==> src/rtl/laser_period_gen.sv <==
// Laser repetition-rate generator: base period plus a per-period dither offset.
// `LASER_DITHER_EN builds the slot table, seq_load, seq_idx and cur_ofs.
module laser_period_gen #(
    parameter int BASIC_NUM  = 120,
    parameter int SEQ_DEPTH  = 60,
    parameter int SLOT_W     = 4,
    parameter int OFS_W      = 3,
    parameter int CHANGE_POS = 60,
    // slot k sits at bits [k*SLOT_W +: SLOT_W]: slots 0-11 hold 0, 12-23 hold 1, ...
    parameter logic [SEQ_DEPTH*SLOT_W-1:0] RST_SEQ = {
        {12{4'd4}}, {12{4'd3}}, {12{4'd2}}, {12{4'd1}}, {12{4'd0}}},
    parameter int BURST_W    = 16,
    localparam int IDX_W     = $clog2(SEQ_DEPTH)
) (
    input  logic                        clk,
    input  logic                        rst_n,
    input  logic                        laser_enable,
    input  logic [SEQ_DEPTH*SLOT_W-1:0] seq_data,
    input  logic                        seq_load,
    input  logic [BURST_W-1:0]          burst_len,
    output logic                        send_en,
    output logic                        change_flag,
    output logic                        busy,
    output logic                        burst_done,
    output logic [IDX_W-1:0]            seq_idx,
    output logic [OFS_W-1:0]            cur_ofs
);

    localparam int CNT_W = 16;

    typedef enum logic [3:0] {
        IDLE   = 4'b0001,
        BASIC  = 4'b0010,
        OFFSET = 4'b0100,
        DONE   = 4'b1000
    } state_t;

    state_t             state;
    state_t             state_nxt;
    logic [CNT_W-1:0]   cnt;
    logic [BURST_W-1:0] shots;
    logic [BURST_W:0]   shots_inc;
    logic               start;
    logic               fire;
    logic               last;

    assign start     = (state == IDLE) && laser_enable;
    assign fire      = (state == OFFSET) && (cnt == CNT_W'(cur_ofs));
    assign shots_inc = {1'b0, shots} + (BURST_W+1)'(1);
    // a burst length already reached (or lowered below the count) ends at this shot
    assign last      = (burst_len != '0) && (shots_inc >= {1'b0, burst_len});

    assign send_en     = fire;
    assign change_flag = (state == BASIC) && (cnt == CNT_W'(CHANGE_POS));
    assign busy        = (state == BASIC) || (state == OFFSET);
    assign burst_done  = (state == DONE);

    always_comb begin
        state_nxt = state;
        unique case (state)
            IDLE:    if (laser_enable) state_nxt = BASIC;
            BASIC:   if (cnt == CNT_W'(BASIC_NUM)) state_nxt = OFFSET;
            OFFSET:  if (fire) state_nxt = last ? DONE : IDLE;
            DONE:    if (!laser_enable) state_nxt = IDLE;
            default: state_nxt = IDLE;
        endcase
    end

    always_ff @(posedge clk or negedge rst_n) begin
        if (!rst_n) begin
            state <= IDLE;
            cnt   <= '0;
            shots <= '0;
        end else begin
            state <= state_nxt;
            cnt   <= (state_nxt != state) ? '0 : cnt + CNT_W'(1);
            if (fire)
                shots <= shots_inc[BURST_W-1:0];
            else if ((state == DONE) && !laser_enable)
                shots <= '0;
        end
    end

`ifdef LASER_DITHER_EN
    logic [SEQ_DEPTH*SLOT_W-1:0] tbl;
    logic [IDX_W-1:0]            idx;
    logic [OFS_W-1:0]            ofs;
    logic [SLOT_W-1:0]           slot_new;
    logic [SLOT_W-1:0]           slot_cur;
    logic                        unused;

    assign slot_new = seq_data[SLOT_W-1:0];
    assign slot_cur = tbl[idx*SLOT_W +: SLOT_W];
    assign unused   = ^{slot_new, slot_cur};

    // a load coinciding with period start feeds new slot 0 straight through
    always_ff @(posedge clk or negedge rst_n) begin
        if (!rst_n) begin
            tbl <= RST_SEQ;
            idx <= '0;
            ofs <= '0;
        end else begin
            if (seq_load)
                tbl <= seq_data;
            if (start)
                ofs <= seq_load ? slot_new[OFS_W-1:0] : slot_cur[OFS_W-1:0];
            if (seq_load)
                idx <= start ? IDX_W'(1) : '0;
            else if (start)
                idx <= (idx == IDX_W'(SEQ_DEPTH-1)) ? '0 : idx + IDX_W'(1);
        end
    end

    assign cur_ofs = ofs;
    assign seq_idx = idx;
`else
    logic unused;

    assign unused  = ^{seq_data, seq_load};
    assign cur_ofs = '0;
    assign seq_idx = '0;
`endif

endmodule

==> config.mk <==
export PLATFORM = sky130hd
export DESIGN_NAME = laser_period_gen
export DESIGN_NICKNAME = d
export VERILOG_FILES = /design/src/rtl/laser_period_gen.sv
export SDC_FILE = /design/constraint.sdc
export NUM_CORES = 1
export LEC_CHECK = 0
export CAP_MARGIN = 20
export CORE_AREA = 4 4 104 106
export CTS_CLUSTER_SIZE = 12
export DETAILED_ROUTE_END_ITERATION = 12
export DIE_AREA = 0 0 108 110
export PLACE_DENSITY = 0.74
export SETUP_SLACK_MARGIN = 0.1
export SLEW_MARGIN = 20
export SYNTH_ARGS = -nofsm -noshare
export SYNTH_HDL_FRONTEND = slang
export SYNTH_SLANG_ARGS = --single-unit
==> constraint.sdc <==
create_clock -name clk -period 4.35 [get_ports clk]
set_input_delay 1.0875 -clock clk [delete_from_list [all_inputs] [get_ports clk]]
set_output_delay 1.0875 -clock clk [all_outputs]
set_load 0.01 [all_outputs]
=== Yosys cells after proc, flatten, opt, wreduce, memory -nomap -nowiden ===
Cells that the tools add are included.
W data, S select, Z words.

* Add/subtract/negate cells: 2
* Magnitude comparators: 1
* Eq/ne operators: 7
* Multiplexer cells: 9
* Reduce and logical (&&, ||, !) cells: 9

{| class="wikitable"
|+ Operator list
! cell !! count
|-
| $mux W16 || 3
|-
| $mux W4 || 5
|-
| $add A16 B1 Y17 const B || 1
|-
| $ge A17 B16 Y1 || 1
|-
| $add A16 B1 Y16 const B || 1
|-
| $eq A16 B6 Y1 const B || 1
|-
| $eq A16 B7 Y1 const B || 1
|-
| $logic_not A16 Y1 || 1
|-
| $pmux W4 S4 || 1
|-
| $reduce_bool A16 Y1 || 1
|-
| $eq A4 B1 Y1 const B || 1
|-
| $eq A4 B2 Y1 const B || 1
|-
| $eq A4 B3 Y1 const B || 1
|-
| $eq A4 B4 Y1 const B || 1
|-
| $logic_and A1 B1 Y1 || 4
|-
| $ne A4 B4 Y1 || 1
|-
| $reduce_bool A2 Y1 || 1
|-
| $logic_not A1 Y1 || 1
|-
| $logic_or A1 B1 Y1 || 1
|}

* Flip-flop bits (word level): 36
* Bits of input ports: 260

=== Logic depth before layout (Yosys ltp) ===
Gate-level depths: netlist of run 1.

* Word-level depth: 8
* Depth in mapped cells: 14
* Gate-level depth less buffers: 12

=== Worst setup path after synthesis of run 1 ===
OpenSTA, ideal clock, no wires.

* Kind: flip-flop to flip-flop
* From: reg shots[2]
* To: reg cnt[10]
* Library setup time: 0.119 ns
* Data arrival time: 2.787 ns
* Data required time: 4.231 ns
* Slack: 1.444 ns
* Cell stages (with the launch flop): 15
* Period minus slack after synthesis: 2.906 ns
* Cell sequence: dfrtp_1 nand4_4 nor4_4 and3_1 buf_2 nand3_1 xnor2_1 ha_1 nand3_1 nor3_1 o311ai_0 o2111ai_2 o21ai_2 buf_6 o21ai_2

* Cells in the longest elaborated chain, start to end: 8

{| class="wikitable"
|+ RTL lines
! element !! line !! RTL
|-
| from (decl) || 41 || <nowiki>logic [BURST_W-1:0] shots;</nowiki>
|-
| from (signal assigned) || 78 || <nowiki>shots <= shots_inc[BURST_W-1:0];</nowiki>
|-
| $add A16 B1 Y17 || 49 || <nowiki>assign shots_inc = {1'b0, shots} + (BURST_W+1)'(1);</nowiki>
|-
| $ge A17 B16 Y1 || 51 || <nowiki>assign last = (burst_len != '0) && (shots_inc >= {1'b0, burst_len});</nowiki>
|-
| $logic_and A1 B1 Y1 || 51 ||
|-
| $mux W4 (2 in a row) || 63 || <nowiki>OFFSET: if (fire) state_nxt = last ? DONE : IDLE;</nowiki>
|-
| $pmux W4 S4 || 60 || <nowiki>unique case (state)</nowiki>
|-
| named net state_nxt[0] || 39 || <nowiki>state_t state_nxt;</nowiki>
|-
| $ne A4 B4 Y1 || 76 || <nowiki>cnt <= (state_nxt != state) ? '0 : cnt + CNT_W'(1);</nowiki>
|-
| $mux W16 || 76 ||
|-
| to (signal assigned) || 76 ||
|-
| to (decl) || 40 || <nowiki>logic [CNT_W-1:0] cnt;</nowiki>
|}

The timed path passes the listed nets, and every way through them passes these cells.
A chain may end at the register's enable or synchronous reset.

=== Worst setup path in the final report of run 1 ===
* From: reg cnt[0]
* To: out change_flag

* Cells in the longest elaborated chain, start to end: 2

{| class="wikitable"
|+ RTL lines
! element !! line !! RTL
|-
| $eq A16 B6 Y1 || 54 || <nowiki>assign change_flag = (state == BASIC) && (cnt == CNT_W'(CHANGE_POS));</nowiki>
|-
| $logic_and A1 B1 Y1 || 54 ||
|-
| to (decl) || 22 || <nowiki>output logic change_flag,</nowiki>
|}

No other way between the ends.

==> results of run 1 <==
==> per-stage QoR <==
stage          util, %  cell area [um^2]  setup WS, ns  instances
5_1_grt           34.3              3350         0.679        490
2_1_floorplan        -              2950          1.44        344
3_5_place_dp      33.1              3240         0.741        482
6_report          34.3              3350         0.947        490
4_1_cts           34.3              3350         0.918        490
3_3_place_gp      33.1              3240         0.755        482
==> worst reg2reg max path, delay by kind of cell, from the launching register on <==
kind                       cells  cell delay, ns
xor gates and xnor gates       1            0.16
buffers and inverters          1            0.21
adders and majority gates      1            0.29
AOI/OAI and AO/OA              4            0.66
DFF                            1            0.49
and+or+nand+nor                6            1.40
==> sequential cells by signal (all words and copies together), names as in the netlist <==
register	cells
cnt	16
shots	16
state	4
==> placed cells by master, fill, tap and decap left out, drive strengths merged, types with 2 or more instances in the layout <==
cell	instances
or2	2
or4	3
clkbuf	5
nor2	12
ha	19
inv	23
o31ai	4
nand4	8
nor3b	2
and3	3
and4	3
o21ai	26
nand2	33
nand4b	3
xnor2	19
nand3b	11
clkdlybuf4s50	22
conb	9
nand3	28
nor4	9
a21boi	5
o21a	4
and2	3
xor2	8
a22o	11
a31oi	2
dfrtp	35
nor3	9
a21oi	13
nor2b	5
buf	6
==> cell type report <==
class                   instances  area (um^2)
fillers                       986         6430
multi-input cells             262         1820
flip-flops and latches         36          902
repair buffers                 28          265
well taps                     133          166
inverters                      23         86.3
clock buffers                   5         68.8
clock inverters                 3         42.5
==> how the worst max path moves through the flow <==
stage | start | cells past startpoint | to
after global placement | burst_len[3] | 10 | cnt[2]
after global routing | shots[0] | 13 | cnt[4]
after detailed placement | burst_len[3] | 10 | cnt[2]
after floorplan | shots[2] | 14 | cnt[10]
final | cnt[0] | 6 | change_flag
after CTS | cnt[0] | 6 | change_flag
==> cell families after synthesis <==
kind of cell               synth area share [%]
AOI/OAI and AO/OA                          17.5
buffers and inverters                      7.81
DFF                                        30.9
adders and majority gates                  8.15
xor gates and xnor gates                   8.11
and+or+nand+nor                            27.4
other                                     0.129
==> power by group through the flow <==
stage / Sequential, W / Clock [W] / Combinational, W
detailed placement: 0.000396 / 0 / 0.000343
global route: 0.000394 / 0.000318 / 0.000384
global placement: 0.000396 / 0 / 0.000337
CTS: 0.000390 / 0.000304 / 0.000345
finish: 0.000391 / 0.000296 / 0.000344
floorplan: 0.000378 / 0 / 0.000282
==> routing by layer <==
layer	track usage, %	up-vias	share of wire, %
met5	0	-	0
met2	18.9	36	50
met3	1.46	10	2.2
li1	-	1226	-
met1	13.1	1165	46
met4	4.24	0	2.3
==> impl_metrics.env, run 1 <==
export IMPL_status="completed"
export IMPL_grt_total_usage_pct=10.7
export IMPL_drt_first_pass_iters=5
export IMPL_ff2ff_path_depth=13
export IMPL_slowest_stage="clkdlybuf4s50_1"
export IMPL_yosysTopAreaCell="dfrtp_1"
export IMPL_cts_sinks=36
export IMPL_r2r_start="shots[2]"
export IMPL_leakagePower_nw=1.40
export IMPL_synth_edf_count=0
export IMPL_drv_slew=0
export IMPL_yosys_warnings=0
export IMPL_insertion_delay_ns=0.29
export IMPL_clk_pin_slew_ns=0.08
export IMPL_grt_overflow=0
export IMPL_hp_start="shots[15]"
export IMPL_synth_ff_latch_count=36
export IMPL_path_buf_inv=2
export IMPL_place_gp_congestion=0.839
export IMPL_maxCapViolCount=0
export IMPL_dieArea_um2=11900
export IMPL_worst_pin_slew_ns=0.871
export IMPL_antenna_found_initial=0
export IMPL_hold_end="shots[15]"
export IMPL_r2r_setup_slack_ns=1.08
export IMPL_htreeDepth=2
export IMPL_cts_setup_buffers=0
export IMPL_numCtsBuffers=5
export IMPL_worstPathRequired_ns=3.26
export IMPL_die_x_um=108
export IMPL_worstPathArrival_ns=2.32
export IMPL_rows=36
export IMPL_critPathKind="register to primary output"
export IMPL_finClkSkew_ns=0.0112
export IMPL_pin_count=273
export IMPL_crit_path_start_kind="register"
export IMPL_critPathTopFamily="buffers and inverters"
export IMPL_synthFlopType="dfrtp_1"
export IMPL_synth_area_per_cell_um2=8.68
export IMPL_power_total_w=0.00103
export IMPL_dieHeight_um=110
export IMPL_critPathCaptureType="primary output"
export IMPL_clockRootBuffer="clkbuf_8"
export IMPL_synth_seq_area_share_pct=30.9
export IMPL_yosys_cell_count_top_type="dfrtp_1"
export IMPL_p_switching_w=0.000371
export IMPL_synth_distinct_cells=49
export IMPL_synth_top_cells_by_count="dfrtp_1, nand2_1, nand3_1"
export IMPL_synth_area_um2=2920
export IMPL_power_density_nw_per_um2=308
export IMPL_setup_tns_ns=0
export IMPL_hold_slack_ns=0.544
export IMPL_synth_top_cell_area_share_pct=30.0
export IMPL_grt_pass1_vias=2337
export IMPL_async_flop_share_pct=100
export IMPL_synth_cells=336
export IMPL_comb_power_share_pct=33.3
export IMPL_vdd_drop_max_mv=0.139
export IMPL_crit_chain="inv_1 -> ha_1 -> nor2b_1 -> nand3_1 -> nor4_1 -> clkdlybuf4s50_1"
export IMPL_nets=635
export IMPL_rsz0062_at_grt="false"
export IMPL_postCtsHoldBufs=0
export IMPL_fmax_mhz=294
export IMPL_numPortBuffers=22
export IMPL_hold_viol_final=0
export IMPL_cts_tree="done"
export IMPL_cell_internal_pwr_w=0.000660
export IMPL_grt_start_max_net_pins=37
export IMPL_min_path_cells=1
export IMPL_power_frac_seq_pct=38.0
export IMPL_vias=2437
export IMPL_crit_fanout=4
export IMPL_dp_hpwl_um=4530
export IMPL_slowest_delay_ns=0.62
export IMPL_fin_crit_sh_pct=78.2
export IMPL_initial_utilization_pct=29.8
export IMPL_clk_path_buf_depth=2
export IMPL_drive_gt1_share_pct=9.80
export IMPL_vias_per_cell=4.97
export IMPL_drc_errors=0
export IMPL_p_sw_share_pct=36.0
export IMPL_power_frac_clock_pct=28.7
export IMPL_synthTopCellsByArea="dfrtp_1, ha_1, xnor2_1"
export IMPL_grt_pass1_wl_um=10500
export IMPL_core_um2=9770
export IMPL_hp_class="register to register"
export IMPL_antenna_cells=0
export IMPL_relSlewSlack_pct=41.9
export IMPL_area_delta_synth_final_pct=14.8
export IMPL_wire_per_inst_um=12.3
export IMPL_reg2reg_to="cnt[2]"
export IMPL_setup_viol=0
export IMPL_drtIter0Drc=127
export IMPL_wl_um=6020
export IMPL_fin_crit_ns=3.40
export IMPL_final_antenna_net_count=0
export IMPL_cts_resized_gates=0
Power figures use the tool's default switching activity.
==> run 2, diff against run 1 <==
--- a/config.mk
+++ b/config.mk
@@ -6,10 +6,10 @@
 export NUM_CORES = 1
 export LEC_CHECK = 0
 export CAP_MARGIN = 20
-export CORE_AREA = 4 4 104 106
+export CORE_MARGIN = 4
+export CORE_UTILIZATION = 28
 export CTS_CLUSTER_SIZE = 12
 export DETAILED_ROUTE_END_ITERATION = 12
-export DIE_AREA = 0 0 108 110
 export PLACE_DENSITY = 0.74
 export SETUP_SLACK_MARGIN = 0.1
 export SLEW_MARGIN = 20
==> constraint.sdc (replaced) <==
create_clock -name clk -period 2.75 [get_ports clk]
set_input_delay 0.6875 -clock clk [delete_from_list [all_inputs] [get_ports clk]]
set_output_delay 0.6875 -clock clk [all_outputs]
set_load 0.01 [all_outputs]
==> impl_metrics.env, run 2 (same netlist as run 1, synthesis figures left out) <==
export IMPL_status="finished with violations"
export IMPL_violations="setup timing"
export IMPL_numCtsBuffers=5
export IMPL_r2r_start="shots[0]"
export IMPL_final_common_cell="buf_4"
export IMPL_place_gp_congestion=0.786
export IMPL_drv_slew=0
export IMPL_area_delta_synth_final_pct=28.0
export IMPL_reg2reg_to="cnt[8]"
export IMPL_dieArea_um2=12100
export IMPL_grt_pass1_vias=2605
export IMPL_crit_fanout=8
export IMPL_relSlewSlack_pct=45.6
export IMPL_wl_met1_um=3130
export IMPL_clk_pin_slew_ns=0.08
export IMPL_mostFrequentLayoutCells="buf_4, dfrtp_1, nand2_1, nand3_1, inv_1"
export IMPL_clk_path_buf_depth=2
export IMPL_insertion_delay_ns=0.30
export IMPL_vias=2624
export IMPL_nets=668
export IMPL_maxCapViolCount=0
export IMPL_htreeDepth=2
export IMPL_grt_pass1_wl_um=11800
export IMPL_drive_gt1_share_pct=23.6
export IMPL_final_antenna_net_count=0
export IMPL_vdd_drop_max_mv=0.281
export IMPL_worstPathRequired_ns=2.94
export IMPL_wl_met3_um=151
export IMPL_vias_per_cell=5.02
export IMPL_wl_met2_um=3720
export IMPL_worst_pin_slew_ns=0.816
export IMPL_hold_viol_final=0
export IMPL_hp_class="primary input to asynchronous set/reset pin"
export IMPL_rsz0062_at_grt="true"
export IMPL_cts_tree="done"
export IMPL_place_area_um2=3460
export IMPL_dieHeight_um=110
export IMPL_fillCellCount=969
export IMPL_fin_crit_sh_pct=102
export IMPL_drtIter0Drc=113
export IMPL_dp_hpwl_um=5220
export IMPL_critPathCaptureType="register"
export IMPL_crit_path_end="cnt[8]"
export IMPL_wl_um=7070
export IMPL_rows=36
export IMPL_drt_first_pass_iters=4
export IMPL_numPortBuffers=22
export IMPL_initial_utilization_pct=29.3
export IMPL_leakagePower_nw=1.62
export IMPL_ff2ff_path_depth=13
export IMPL_reg_top3="cnt x16, shots x16, state x4"
export IMPL_drc_errors=0
export IMPL_power_density_nw_per_um2=475
export IMPL_antenna_found_initial=0
export IMPL_fin_crit_ns=2.81
export IMPL_cts_sinks=36
export IMPL_die_x_um=110
export IMPL_wire_per_inst_um=13.5
export IMPL_grt_total_usage_pct=11.9
export IMPL_postLayoutCellArea_um2=3730
export IMPL_setup_viol=16
export IMPL_r2r_setup_slack_ns=-0.06
export IMPL_finalWorstSetupSlack_ns=-0.0560
export IMPL_hold_slack_ns=0.478
export IMPL_worstPathArrival_ns=2.99
export IMPL_top_layer="met4"
export IMPL_clockRootBuffer="clkbuf_8"
export IMPL_critPathKind="register to register"
export IMPL_fmax_mhz=356
export IMPL_postCtsHoldBufs=0
export IMPL_antenna_cells=0
export IMPL_core_um2=9950
export IMPL_grt_start_max_net_pins=37
export IMPL_finClkSkew_ns=0.0129
export IMPL_grt_overflow=0
export IMPL_pin_count=273
export IMPL_cp_startpoint="shots[0]"
export IMPL_crit_path_start_kind="register"
-- run 2: what timing repair did --
| item | CTS | global route |
|---|---|---|
| endpoints found under the setup margin | 19 | 20 |
| pin swaps | 2 | 6 |
| cloned | 0 | 1 |
| buffers inserted | 1 | 6 |
| gates resized for setup | 7 | 20 |
-- run 2: metrics by stage --
stage	setup TNS, ns	total power, W	cells	utilization, %	worst slack [ns]
2_1_floorplan	0	0.00104	344	-	0.0747
3_3_place_gp	-2.58	0.00122	506	34.7	-0.186
3_5_place_dp	-3.02	0.00124	507	34.8	-0.212
4_1_cts	-0.245	0.00172	516	36.2	-0.0443
5_1_grt	-2.70	0.00187	523	37.5	-0.182
6_report	-0.654	0.00177	523	37.5	-0.0560
-- run 2: final cells by class --
cell class                      count  area (um^2)  area share, %
Multi-Input combinational cell    262         1940           52.0
Sequential cell                    36          905           24.2
Timing Repair Buffer               61          528           14.1
Tap cell                          133          166           4.46
Inverter                           23         86.3           2.31
Clock buffer                        6         72.6           1.94
Clock inverter                      2         35.0          0.938
-- run 2: worst min-delay path by stage --
stage                 to  slack, ns       from  depth (start not counted)
2_1_floorplan     cnt[0]       0.39      rst_n                          0
3_3_place_gp   shots[15]       0.51  shots[15]                          1
3_5_place_dp   shots[15]       0.51  shots[15]                          1
4_1_cts          cnt[15]       0.51      rst_n                          1
5_1_grt          cnt[15]       0.55      rst_n                          1
6_report         cnt[15]       0.48      rst_n                          1
-- run 2: routing by layer --
| layer | GRT usage (%) | vias up |
|---|---|---|
| li1 | - | 1295 |
| met3 | 1.92 | 7 |
| met1 | 15.2 | 1302 |
| met4 | 3.03 | 0 |
| met5 | 0 | - |
| met2 | 20.9 | 20 |
-- run 2: worst max-delay path, stage by stage (launching register included) --
cell and delay [ns]:
dfrtp_1 0.43, ha_2 0.23, inv_2 0.05, nor3_4 0.27, nand2_2 0.10, xnor2_1 0.14
ha_1 0.30, a21o_1 0.18, a21oi_1 0.13, o21a_1 0.18, o2111ai_4 0.16, o21ai_4 0.25
clkbuf_16 0.21, o21ai_2 0.06
-- run 2: power breakdown --
part,internal (W),switching [W]
sequential,0.000561,0.0000273
combinational,0.000296,0.000413
clock,0.000269,0.000204
total,0.00113,0.000645
